--- config.mk ---
export PLATFORM = sky130hd
export DESIGN_NAME = fc_core_ctrl
export DESIGN_NICKNAME = d
export VERILOG_FILES = /design/src/rtl/fc_core_ctrl_pkg.sv /design/src/rtl/fc_core_ctrl.sv
export SDC_FILE = /design/constraint.sdc
export NUM_CORES = 1
export LEC_CHECK = 0
export CORE_AREA = 2 2 96 98
export CTS_BUF_LIST = sky130_fd_sc_hd__clkbuf_16
export CTS_CLUSTER_SIZE = 40
export DETAILED_ROUTE_END_ITERATION = 16
export DIE_AREA = 0 0 98 100
export PLACE_DENSITY = 0.85
export SYNTH_ARGS = -nofsm -noshare
export SYNTH_HDL_FRONTEND = slang
export SYNTH_SLANG_ARGS = --single-unit
--- constraint.sdc ---
create_clock -name clk -period 3.1 [get_ports clk]
set_input_delay 0.31 -clock clk [delete_from_list [all_inputs] [get_ports clk]]
set_output_delay 0.31 -clock clk [all_outputs]
set_load 0.005 [all_outputs]
--- src/rtl/fc_core_ctrl_pkg.sv ---
// fc_core_ctrl_pkg
//   Shared definitions for the fully-connected core sequencer.
//   FSM state encoding (3 bits): IDLE, CLEAR, RUN, DRAIN, DONE.
package fc_core_ctrl_pkg;

    localparam int STATE_W = 3;

    localparam logic [STATE_W-1:0] S_IDLE  = 3'd0;
    localparam logic [STATE_W-1:0] S_CLEAR = 3'd1;
    localparam logic [STATE_W-1:0] S_RUN   = 3'd2;
    localparam logic [STATE_W-1:0] S_DRAIN = 3'd3;
    localparam logic [STATE_W-1:0] S_DONE  = 3'd4;

endpackage

--- src/rtl/fc_core_ctrl.sv ---
// fc_core_ctrl
//   Sequencer in front of the fully-connected MAC core. A start pulse clears
//   the core accumulator, then N node/weight/bias triplets are read from three
//   synchronous-read memories (1-cycle latency) and streamed into the core.
//   The core's output valids are counted and the N-th result is captured.
//
// Ports
//   clk, reset_n           clock, asynchronous active-low reset
//   i_start, i_num         start pulse (honoured in IDLE only), element count
//   o_idle/o_running/o_done  host status (o_done is a one-cycle pulse)
//   o_addr, o_ce           shared read address / enable for the three memories
//   i_node_q/i_wegt_q/i_bias_q  memory read data, valid 1 cycle after o_ce
//   o_core_run             accumulator clear to the core (CLEAR only)
//   o_core_valid, o_core_node/wegt/bias  operand stream to the core
//   i_core_valid, i_core_result  core output
//   o_result, o_result_valid  captured final result and its one-cycle strobe
module fc_core_ctrl
    import fc_core_ctrl_pkg::*;
#(
    parameter int IN_DATA_WIDTH = 8,
    parameter int ADDR_WIDTH    = 8
) (
    input  logic                       clk,
    input  logic                       reset_n,
    input  logic                       i_start,
    input  logic [ADDR_WIDTH-1:0]      i_num,
    output logic                       o_idle,
    output logic                       o_running,
    output logic                       o_done,
    output logic [ADDR_WIDTH-1:0]      o_addr,
    output logic                       o_ce,
    input  logic [IN_DATA_WIDTH-1:0]   i_node_q,
    input  logic [IN_DATA_WIDTH-1:0]   i_wegt_q,
    input  logic [IN_DATA_WIDTH-1:0]   i_bias_q,
    output logic                       o_core_run,
    output logic                       o_core_valid,
    output logic [IN_DATA_WIDTH-1:0]   o_core_node,
    output logic [IN_DATA_WIDTH-1:0]   o_core_wegt,
    output logic [IN_DATA_WIDTH-1:0]   o_core_bias,
    input  logic                       i_core_valid,
    input  logic [4*IN_DATA_WIDTH-1:0] i_core_result,
    output logic [4*IN_DATA_WIDTH-1:0] o_result,
    output logic                       o_result_valid
);

    localparam logic [ADDR_WIDTH-1:0] ONE = {{(ADDR_WIDTH-1){1'b0}}, 1'b1};

    logic [STATE_W-1:0]         state;
    logic [ADDR_WIDTH-1:0]      num_r;
    logic [ADDR_WIDTH-1:0]      addr_cnt;
    logic [ADDR_WIDTH-1:0]      vld_cnt;
    logic                       core_valid_r;
    logic [4*IN_DATA_WIDTH-1:0] result_r;

    // num_r - 1 is only used when num_r != 0 (CLEAR diverts N=0 to DONE),
    // so the all-ones underflow value never matters.
    logic [ADDR_WIDTH-1:0] last_idx;
    assign last_idx = num_r - ONE;

    always_ff @(posedge clk or negedge reset_n) begin
        if (!reset_n) begin
            state        <= S_IDLE;
            num_r        <= '0;
            addr_cnt     <= '0;
            vld_cnt      <= '0;
            core_valid_r <= 1'b0;
            result_r     <= '0;
        end else begin
            // Memory data lands one cycle after the read, so the core's
            // valid is simply the read enable delayed by one.
            core_valid_r <= (state == S_RUN);

            case (state)
                S_IDLE: begin
                    if (i_start) begin
                        num_r <= i_num;
                        state <= S_CLEAR;
                    end
                end
                S_CLEAR: begin
                    addr_cnt <= '0;
                    vld_cnt  <= '0;
                    if (num_r == '0) begin
                        result_r <= '0;
                        state    <= S_DONE;
                    end else begin
                        state <= S_RUN;
                    end
                end
                S_RUN: begin
                    // Hold on the last address instead of incrementing so an
                    // all-ones count never wraps back to 0.
                    if (addr_cnt == last_idx) state <= S_DRAIN;
                    else                      addr_cnt <= addr_cnt + ONE;
                end
                S_DRAIN: ;
                S_DONE:  state <= S_IDLE;
                default: state <= S_IDLE;
            endcase

            // The core's accumulator is final on its N-th valid; capture it
            // then. Placed after the case so DONE takes priority.
            if ((state == S_RUN || state == S_DRAIN) && i_core_valid) begin
                if (vld_cnt == last_idx) begin
                    result_r <= i_core_result;
                    state    <= S_DONE;
                end else begin
                    vld_cnt <= vld_cnt + ONE;
                end
            end
        end
    end

    assign o_idle         = (state == S_IDLE);
    assign o_running      = (state == S_CLEAR) || (state == S_RUN) || (state == S_DRAIN);
    assign o_done         = (state == S_DONE);
    assign o_result_valid = (state == S_DONE);
    assign o_core_run     = (state == S_CLEAR);
    assign o_ce           = (state == S_RUN);
    assign o_addr         = addr_cnt;
    assign o_core_valid   = core_valid_r;
    assign o_core_node    = i_node_q;
    assign o_core_wegt    = i_wegt_q;
    assign o_core_bias    = i_bias_q;
    assign o_result       = result_r;

endmodule

==> flow_metrics.env, run 1 <==
export IMPL_p_int_uw=1750
export IMPL_grt_pass1_vias=3015
export IMPL_setup_viol_count_final=0
export IMPL_yosys_area_top_type="dfrtp_1"
export IMPL_synth_async_sr_flop_share=1.00
export IMPL_drt_first_pass_iters=4
export IMPL_place_area_um2=4130
export IMPL_criticalPathCategory="reg -> reg"
export IMPL_clkPwrFrac=0.449
export IMPL_cpPeakStageDelay_ns=0.50
export IMPL_start_util=0.378
export IMPL_io_pins=139
export IMPL_cp_max_fo=30
export IMPL_seq_power_share=0.404
export IMPL_worst_slew_pin_slew_ns=0.580
export IMPL_p_per_area_nw_per_um2=530
export IMPL_drc=0
export IMPL_synth_area_leaders="dfrtp_1 45%, o21ai_0 6.4%, buf_4 6.0%"
export IMPL_max_vdd_ir_drop_mv=0.310
export IMPL_nets=493
export IMPL_num_rows=35
export IMPL_fp_dieH_um=100
export IMPL_worstHoldStart="vld_cnt[7]$_DFF_PN0_"
export IMPL_ant_nets=0
export IMPL_clock_skew_ns=0.0106
export IMPL_fin_crit_ns=2.75
export IMPL_via_per_inst=5.36
export IMPL_grt_max_degree=46
export IMPL_yosysUniqueCellTypes=40
export IMPL_crit_arrival_ns=2.99
export IMPL_ys_warn_count=0
export IMPL_track_usage=0.178
export IMPL_final_setup_tns_ns=0
export IMPL_area_growth_pct=32.8
export IMPL_yosys_area_top_type_share=0.447
export IMPL_totalWireLength_um=8390
export IMPL_yosysMostFrequentCell="dfrtp_1"
export IMPL_wl_per_cell_um=15.6
export IMPL_die_w_um=98
export IMPL_dieArea_um2=9800
export IMPL_hold_viol_final=0
export IMPL_clock_sinks=60
export IMPL_fmax_ghz=0.363
export IMPL_slew_headroom=0.613
export IMPL_vias=2877
export IMPL_cts_max_path_buffers=2
export IMPL_rsz0062_at_grt="no"
export IMPL_outcome="finished clean"
export IMPL_worstHoldPathType="reg -> reg"
export IMPL_power_switching_share=0.259
export IMPL_fill_cells=825
export IMPL_syn_nets=431
export IMPL_netlist_instances=359
export IMPL_dp_hpwl_um=5930
export IMPL_crit_path_cell_trace="inv_1, ha_1, xnor2_1, a311oi_1, nand4_1, nor4_4, buf_4, nand2b_1, mux2i_1"
export IMPL_switchingPower_uw=614
export IMPL_syn_area_per_cell_um2=9.36
export IMPL_first_iter_violations=162
export IMPL_cts_tree="done"
export IMPL_fin_crit_sh=0.889
export IMPL_cts_buffers=9
export IMPL_rr_startpoint="num_r[0]$_DFFE_PN0P_"
export IMPL_netlist_top_cells_count="60 x dfrtp_1, 43 x o21ai_0, 38 x nand3_1"
export IMPL_ys_seq_area_frac=0.447
export IMPL_synth_ff_type="dfrtp_1"
export IMPL_antenna_found_initial=0
export IMPL_path_clk_slew_ns=0.05
export IMPL_clockRootBuffer="clkbuf_16"
export IMPL_synth_seq_cells=60
export IMPL_clk_latency_ns=0.32
export IMPL_slew_violations=0
export IMPL_fin_area_um2=4460
export IMPL_io_buffers=90
export IMPL_n_antenna_cell=0
export IMPL_synthesis_area_um2=3360
export IMPL_gp_congestion=0.879
export IMPL_grt_overflow_total=0
export IMPL_grt_pass1_wl_um=14100
export IMPL_startpoint="num_r[0]$_DFFE_PN0P_"
export IMPL_coreArea_um2=8890
export IMPL_cap_violations=0
export IMPL_p_leak_uw=0.00173
export IMPL_h_tree_depth=3
export IMPL_drive_gt1_frac=0.0939
export IMPL_path_delay_family="simple AND/OR/NAND/NOR gates"
export IMPL_cp_start_kind="flop"
export IMPL_crit_slowest_cell="dfrtp_1"
export IMPL_required_ns=3.34
export IMPL_critPathBufInv=2
export IMPL_synth_edff_count=0
export IMPL_p_comb_frac=0.147
export IMPL_critPathCaptureType="flop"
==> logic make-up (layout without fill, tap and decap cells) <==
kind of cell,count (synthesis),after routing,share of synthesized area
AOI/OAI and AO/OA,85,85,0.134
xor gates and xnor gates,20,20,0.0521
adders and majority gates,4,4,0.0149
buffers and inverters,56,123,0.107
DFF,60,60,0.447
muxes,18,18,0.0558
and+or+nand+nor,116,116,0.190
==> timing repair <==
action / 4_1_cts / 5_1_grt
hold buffers: 1 / 0
setup endpoints to repair: 0 / 0
setup buffers: 0 / 0
resized for setup: 0 / 0
hold endpoints to repair: 21 / 0
==> cells in the final DEF, fill, tap and decap left out, types with 5 or more instances in the layout <==
cell type and instances:
o21ai_1 28, xor2_1 6, clkdlybuf4s50_1 89, inv_1 7
mux2_2 6, nor3_1 7, a21oi_1 7, nor2_1 10
nand4_1 9, clkbuf_16 9, nand3_1 38, xnor2_1 14
nand2_1 20, o21ai_0 43, dfrtp_1 60, buf_4 9
mux2i_1 12, or3_1 5
==> area by class of cell <==
| type | count | area [um^2] | area share |
|---|---|---|---|
| Clock buffer | 9 | 225 | 0.0504 |
| Clock inverter | 7 | 98.8 | 0.0221 |
| Inverter | 7 | 26.3 | 0.00589 |
| Multi-Input combinational cell | 243 | 1500 | 0.336 |
| Sequential cell | 60 | 1500 | 0.336 |
| Tap cell | 111 | 139 | 0.0311 |
| Timing Repair Buffer | 100 | 973 | 0.218 |
==> power groups by stage <==
stage | Clock (uW) | Sequential (uW) | Combinational [uW]
floorplan | 0 | 938 | 220
global placement | 0 | 963 | 327
detailed placement | 0 | 968 | 346
CTS | 1090 | 955 | 354
global route | 1120 | 971 | 390
finish | 1060 | 956 | 349
==> registers in the layout (all words and copies together) (netlist names) <==
signal and flops:
o_core_valid 1, state 3, num_r 8, o_result 32
vld_cnt 8, o_addr 8
==> per-layer routing <==
metal | wire [um] | global-route usage | vias to the layer above | share of wire
met5 | 0 | 0 | - | 0
li1 | - | - | 1365 | -
met3 | 585 | 0.0487 | 4 | 0.070
met4 | 11 | 0.0566 | 0 | 0.0013
met1 | 3680 | 0.227 | 1412 | 0.44
met2 | 4120 | 0.297 | 96 | 0.49
==> per-stage QoR <==
stage          utilization  worst slack [ns]  power [uW]  hold WS, ns  std cells
4_1_cts              0.502             0.320        2390        0.504        537
5_1_grt              0.502             0.111        2490        0.532        537
3_5_place_dp         0.465             0.350        1310        0.335        520
3_3_place_gp         0.465             0.535        1290        0.330        520
2_1_floorplan            -             0.807        1160       0.0144        359
6_report             0.502             0.346        2370        0.502        537
==> path summary, 6_finish.rpt <==
check / to / slack, ns / cells past startpoint
hold / removal: vld_cnt[7]$_DFF_PN0_ / 0.50 / 1
setup / recovery: vld_cnt[1]$_DFF_PN0_ / 0.35 / 9
min in group asynchronous: num_r[6]$_DFFE_PN0P_ / 0.52 / 2
hold reg to reg: vld_cnt[7]$_DFF_PN0_ / 0.50 / 1
setup reg to reg: vld_cnt[1]$_DFF_PN0_ / 0.35 / 9
max in group asynchronous: vld_cnt[4]$_DFF_PN0_ / 1.88 / 3
(Power assumes the default switching activity.)
==> run 2, diff against run 1 <==
==> config.mk (replaced) <==
export PLATFORM = sky130hd
export DESIGN_NAME = fc_core_ctrl
export DESIGN_NICKNAME = d
export VERILOG_FILES = /design/src/rtl/fc_core_ctrl_pkg.sv /design/src/rtl/fc_core_ctrl.sv
export SDC_FILE = /design/constraint.sdc
export NUM_CORES = 1
export LEC_CHECK = 0
export ABC_AREA = 1
export CORE_AREA = 2 2 99 101
export CTS_BUF_LIST = sky130_fd_sc_hd__clkbuf_8 sky130_fd_sc_hd__clkbuf_16
export CTS_CLUSTER_SIZE = 40
export DETAILED_ROUTE_END_ITERATION = 16
export DIE_AREA = 0 0 101 103
export PLACE_DENSITY = 0.83
export SYNTH_ARGS = -nofsm -noshare
export SYNTH_HDL_FRONTEND = slang
export SYNTH_SLANG_ARGS = --single-unit
==> run 2 against run 1 <==
- area after synthesis grew 4.8%
- clock skew shrank 0.0058 ns
- total power grew 18%
- routed wire length grew 5.3%
- design area grew 0.87%
- largest cell class is now multi-input combinational cells
- highest routed layer unchanged
==> flow_metrics.env, run 2 <==
export IMPL_required_ns=3.37
export IMPL_rr_startpoint="num_r[0]$_DFFE_PN0P_"
export IMPL_wl_per_cell_um=13.5
export IMPL_fmax_ghz=0.409
export IMPL_rsz0062_at_grt="no"
export IMPL_dieArea_um2=10400
export IMPL_synth_seq_cells=60
export IMPL_clock_sinks=60
export IMPL_ys_warn_count=0
export IMPL_netlist_top_cells_count="159 x nand2_1, 75 x nand3_1, 60 x dfrtp_1"
export IMPL_r2r_end="o_result[29]$_DFF_PN0_"
export IMPL_p_leak_uw=0.00229
export IMPL_place_area_um2=4330
export IMPL_fin_util=0.476
export IMPL_ant_nets=0
export IMPL_layout_common_cells="159 x nand2_1, 89 x clkdlybuf4s50_1, 75 x nand3_1"
export IMPL_synth_area_leaders="dfrtp_1 43%, nand2_1 17%, nand3_1 11%"
export IMPL_grt_pass1_wl_um=15000
export IMPL_criticalPathCategory="reg -> reg"
export IMPL_yosys_area_top_type_share=0.426
export IMPL_num_rows=36
export IMPL_cap_violations=0
export IMPL_fp_dieH_um=103
export IMPL_seq_power_share=0.384
export IMPL_via_per_inst=5.00
export IMPL_netlist_instances=471
export IMPL_power_switching_share=0.402
export IMPL_layout_commonest_cell="nand2_1"
export IMPL_synth_ff_type="dfrtp_1"
export IMPL_hold_viol_final=0
export IMPL_crit_arrival_ns=2.71
export IMPL_outcome="finished clean"
export IMPL_track_usage=0.182
export IMPL_start_util=0.372
export IMPL_place_ws_ns=0.673
export IMPL_io_buffers=90
export IMPL_fin_area_um2=4500
export IMPL_n_antenna_cell=0
export IMPL_post_cts_buffers=0
export IMPL_drt_first_pass_iters=6
export IMPL_grt_max_degree=49
export IMPL_vias=3280
export IMPL_grt_overflow_total=0
export IMPL_gp_congestion=0.897
export IMPL_r2r_cells=14
export IMPL_cts_tree="done"
export IMPL_cp_max_fo=32
export IMPL_holdWs_ns=0.164
export IMPL_clkPwrFrac=0.227
export IMPL_path_clk_slew_ns=0.07
export IMPL_dp_hpwl_um=6560
export IMPL_clockRootBuffer="clkbuf_8"
export IMPL_p_per_area_nw_per_um2=620
export IMPL_totalWireLength_um=8840
export IMPL_slew_headroom=0.300
export IMPL_io_pins=139
export IMPL_yosysUniqueCellTypes=31
export IMPL_p_comb_frac=0.388
export IMPL_fin_crit_ns=2.44
export IMPL_synth_async_sr_flop_share=1.00
export IMPL_syn_nets=543
export IMPL_slew_violations=0
export IMPL_largest_reg_flops=32
export IMPL_cts_resized=0
export IMPL_ys_seq_area_frac=0.426
export IMPL_area_growth_pct=27.9
export IMPL_worst_slew_pin_slew_ns=1.05
export IMPL_setup_viol_count_final=0
export IMPL_worstHoldPathType="in -> async"
export IMPL_drive_gt1_frac=0.0738
export IMPL_critPathCaptureType="flop"
export IMPL_yosysMostFrequentCell="nand2_1"
export IMPL_cp_start_kind="flop"
export IMPL_nets=610
export IMPL_cts_buffers=9
export IMPL_first_iter_violations=222
export IMPL_switchingPower_uw=1120
export IMPL_drc=0
export IMPL_antenna_found_initial=0
export IMPL_syn_area_per_cell_um2=7.48
export IMPL_synth_edff_count=0
export IMPL_final_setup_tns_ns=0
export IMPL_max_vdd_ir_drop_mv=0.238
export IMPL_coreArea_um2=9460
export IMPL_yosys_area_top_type="dfrtp_1"
export IMPL_synthesis_area_um2=3520
export IMPL_cts_max_path_buffers=2
export IMPL_setup_ws_ns=0.658
export IMPL_grt_pass1_vias=3250
export IMPL_die_w_um=101
export IMPL_p_int_uw=1670
export IMPL_postCtsHoldBufs=0
export IMPL_h_tree_depth=3
export IMPL_fin_crit_sh=0.788
export IMPL_clk_latency_ns=0.33
export IMPL_clock_skew_ns=0.00477
export IMPL_r2r_slack_ns=0.66
run 2: cell types whose count changed after synthesis, sizes merged, moves of 11 or more:
cell / delta
clkbuf: -11
xnor2: -12
nand3: +38
mux2i: -12
nor2: +32
nand2: +141
inv: +31
o21ai: -66
run 2: cell type report:
class,instances,area (um^2)
clock buffer,11,151
clock inverter,4,25.0
fill,914,4960
inverter,38,143
multi-input combinational,335,1610
sequential,60,1500
tap,114,143
timing repair buffer,94,926
run 2: kinds of logic after synthesis:
family                   Yosys count  synth area share
buffers and inverters             76             0.115
AND/OR/NAND/NOR                  299             0.383
XOR/XNOR                          14            0.0348
flip-flops                        60             0.426
adder cells (fa/ha/maj)            4            0.0142
AO/OA/AOI/OAI                     18            0.0267
run 2: how the worst max path moves through the flow:
stage | end | depth (start not counted) | start | slack (ns)
2_1_floorplan | o_result[10]$_DFF_PN0_ | 14 | num_r[0]$_DFFE_PN0P_ | 1.09
3_3_place_gp | o_result[27]$_DFF_PN0_ | 14 | num_r[0]$_DFFE_PN0P_ | 0.79
3_5_place_dp | o_result[29]$_DFF_PN0_ | 14 | num_r[0]$_DFFE_PN0P_ | 0.67
4_1_cts | o_result[29]$_DFF_PN0_ | 14 | num_r[0]$_DFFE_PN0P_ | 0.64
5_1_grt | o_result[6]$_DFF_PN0_ | 14 | num_r[0]$_DFFE_PN0P_ | 0.33
6_report | o_result[29]$_DFF_PN0_ | 14 | num_r[0]$_DFFE_PN0P_ | 0.66
run 2: power by group through the flow:
stage / logic (uW) / registers [uW] / clock network [uW]
2_1_floorplan: 723 / 1040 / 0
3_3_place_gp: 1050 / 1080 / 0
3_5_place_dp: 1080 / 1080 / 0
4_1_cts: 1080 / 1070 / 652
5_1_grt: 1240 / 1090 / 691
6_report: 1080 / 1070 / 634
run 2: metal layers:
layer,track usage,part of all wire
met5,0,0
met4,0.0665,0.019
met3,0.0678,0.099
met2,0.299,0.47
met1,0.221,0.42
run 2: through the flow:
step                total power (uW)  cells
floorplan                       1770    471
global placement                2120    641
detailed placement              2160    641
CTS                             2810    656
global route                    3020    656
finish                          2790    656
run 2: worst max-delay path, stage by stage (launching register included):
cell and delay [ns]:
dfrtp_1 0.44, inv_2 0.17, ha_1 0.31, inv_1 0.06, nand2_1 0.10, nand2_1 0.08
nand2_1 0.06, nand2_1 0.04, nor2_1 0.11, nand2_2 0.10, nor2_8 0.19, nand4_4 0.11
inv_2 0.40, nand2_1 0.12, nand2_1 0.10
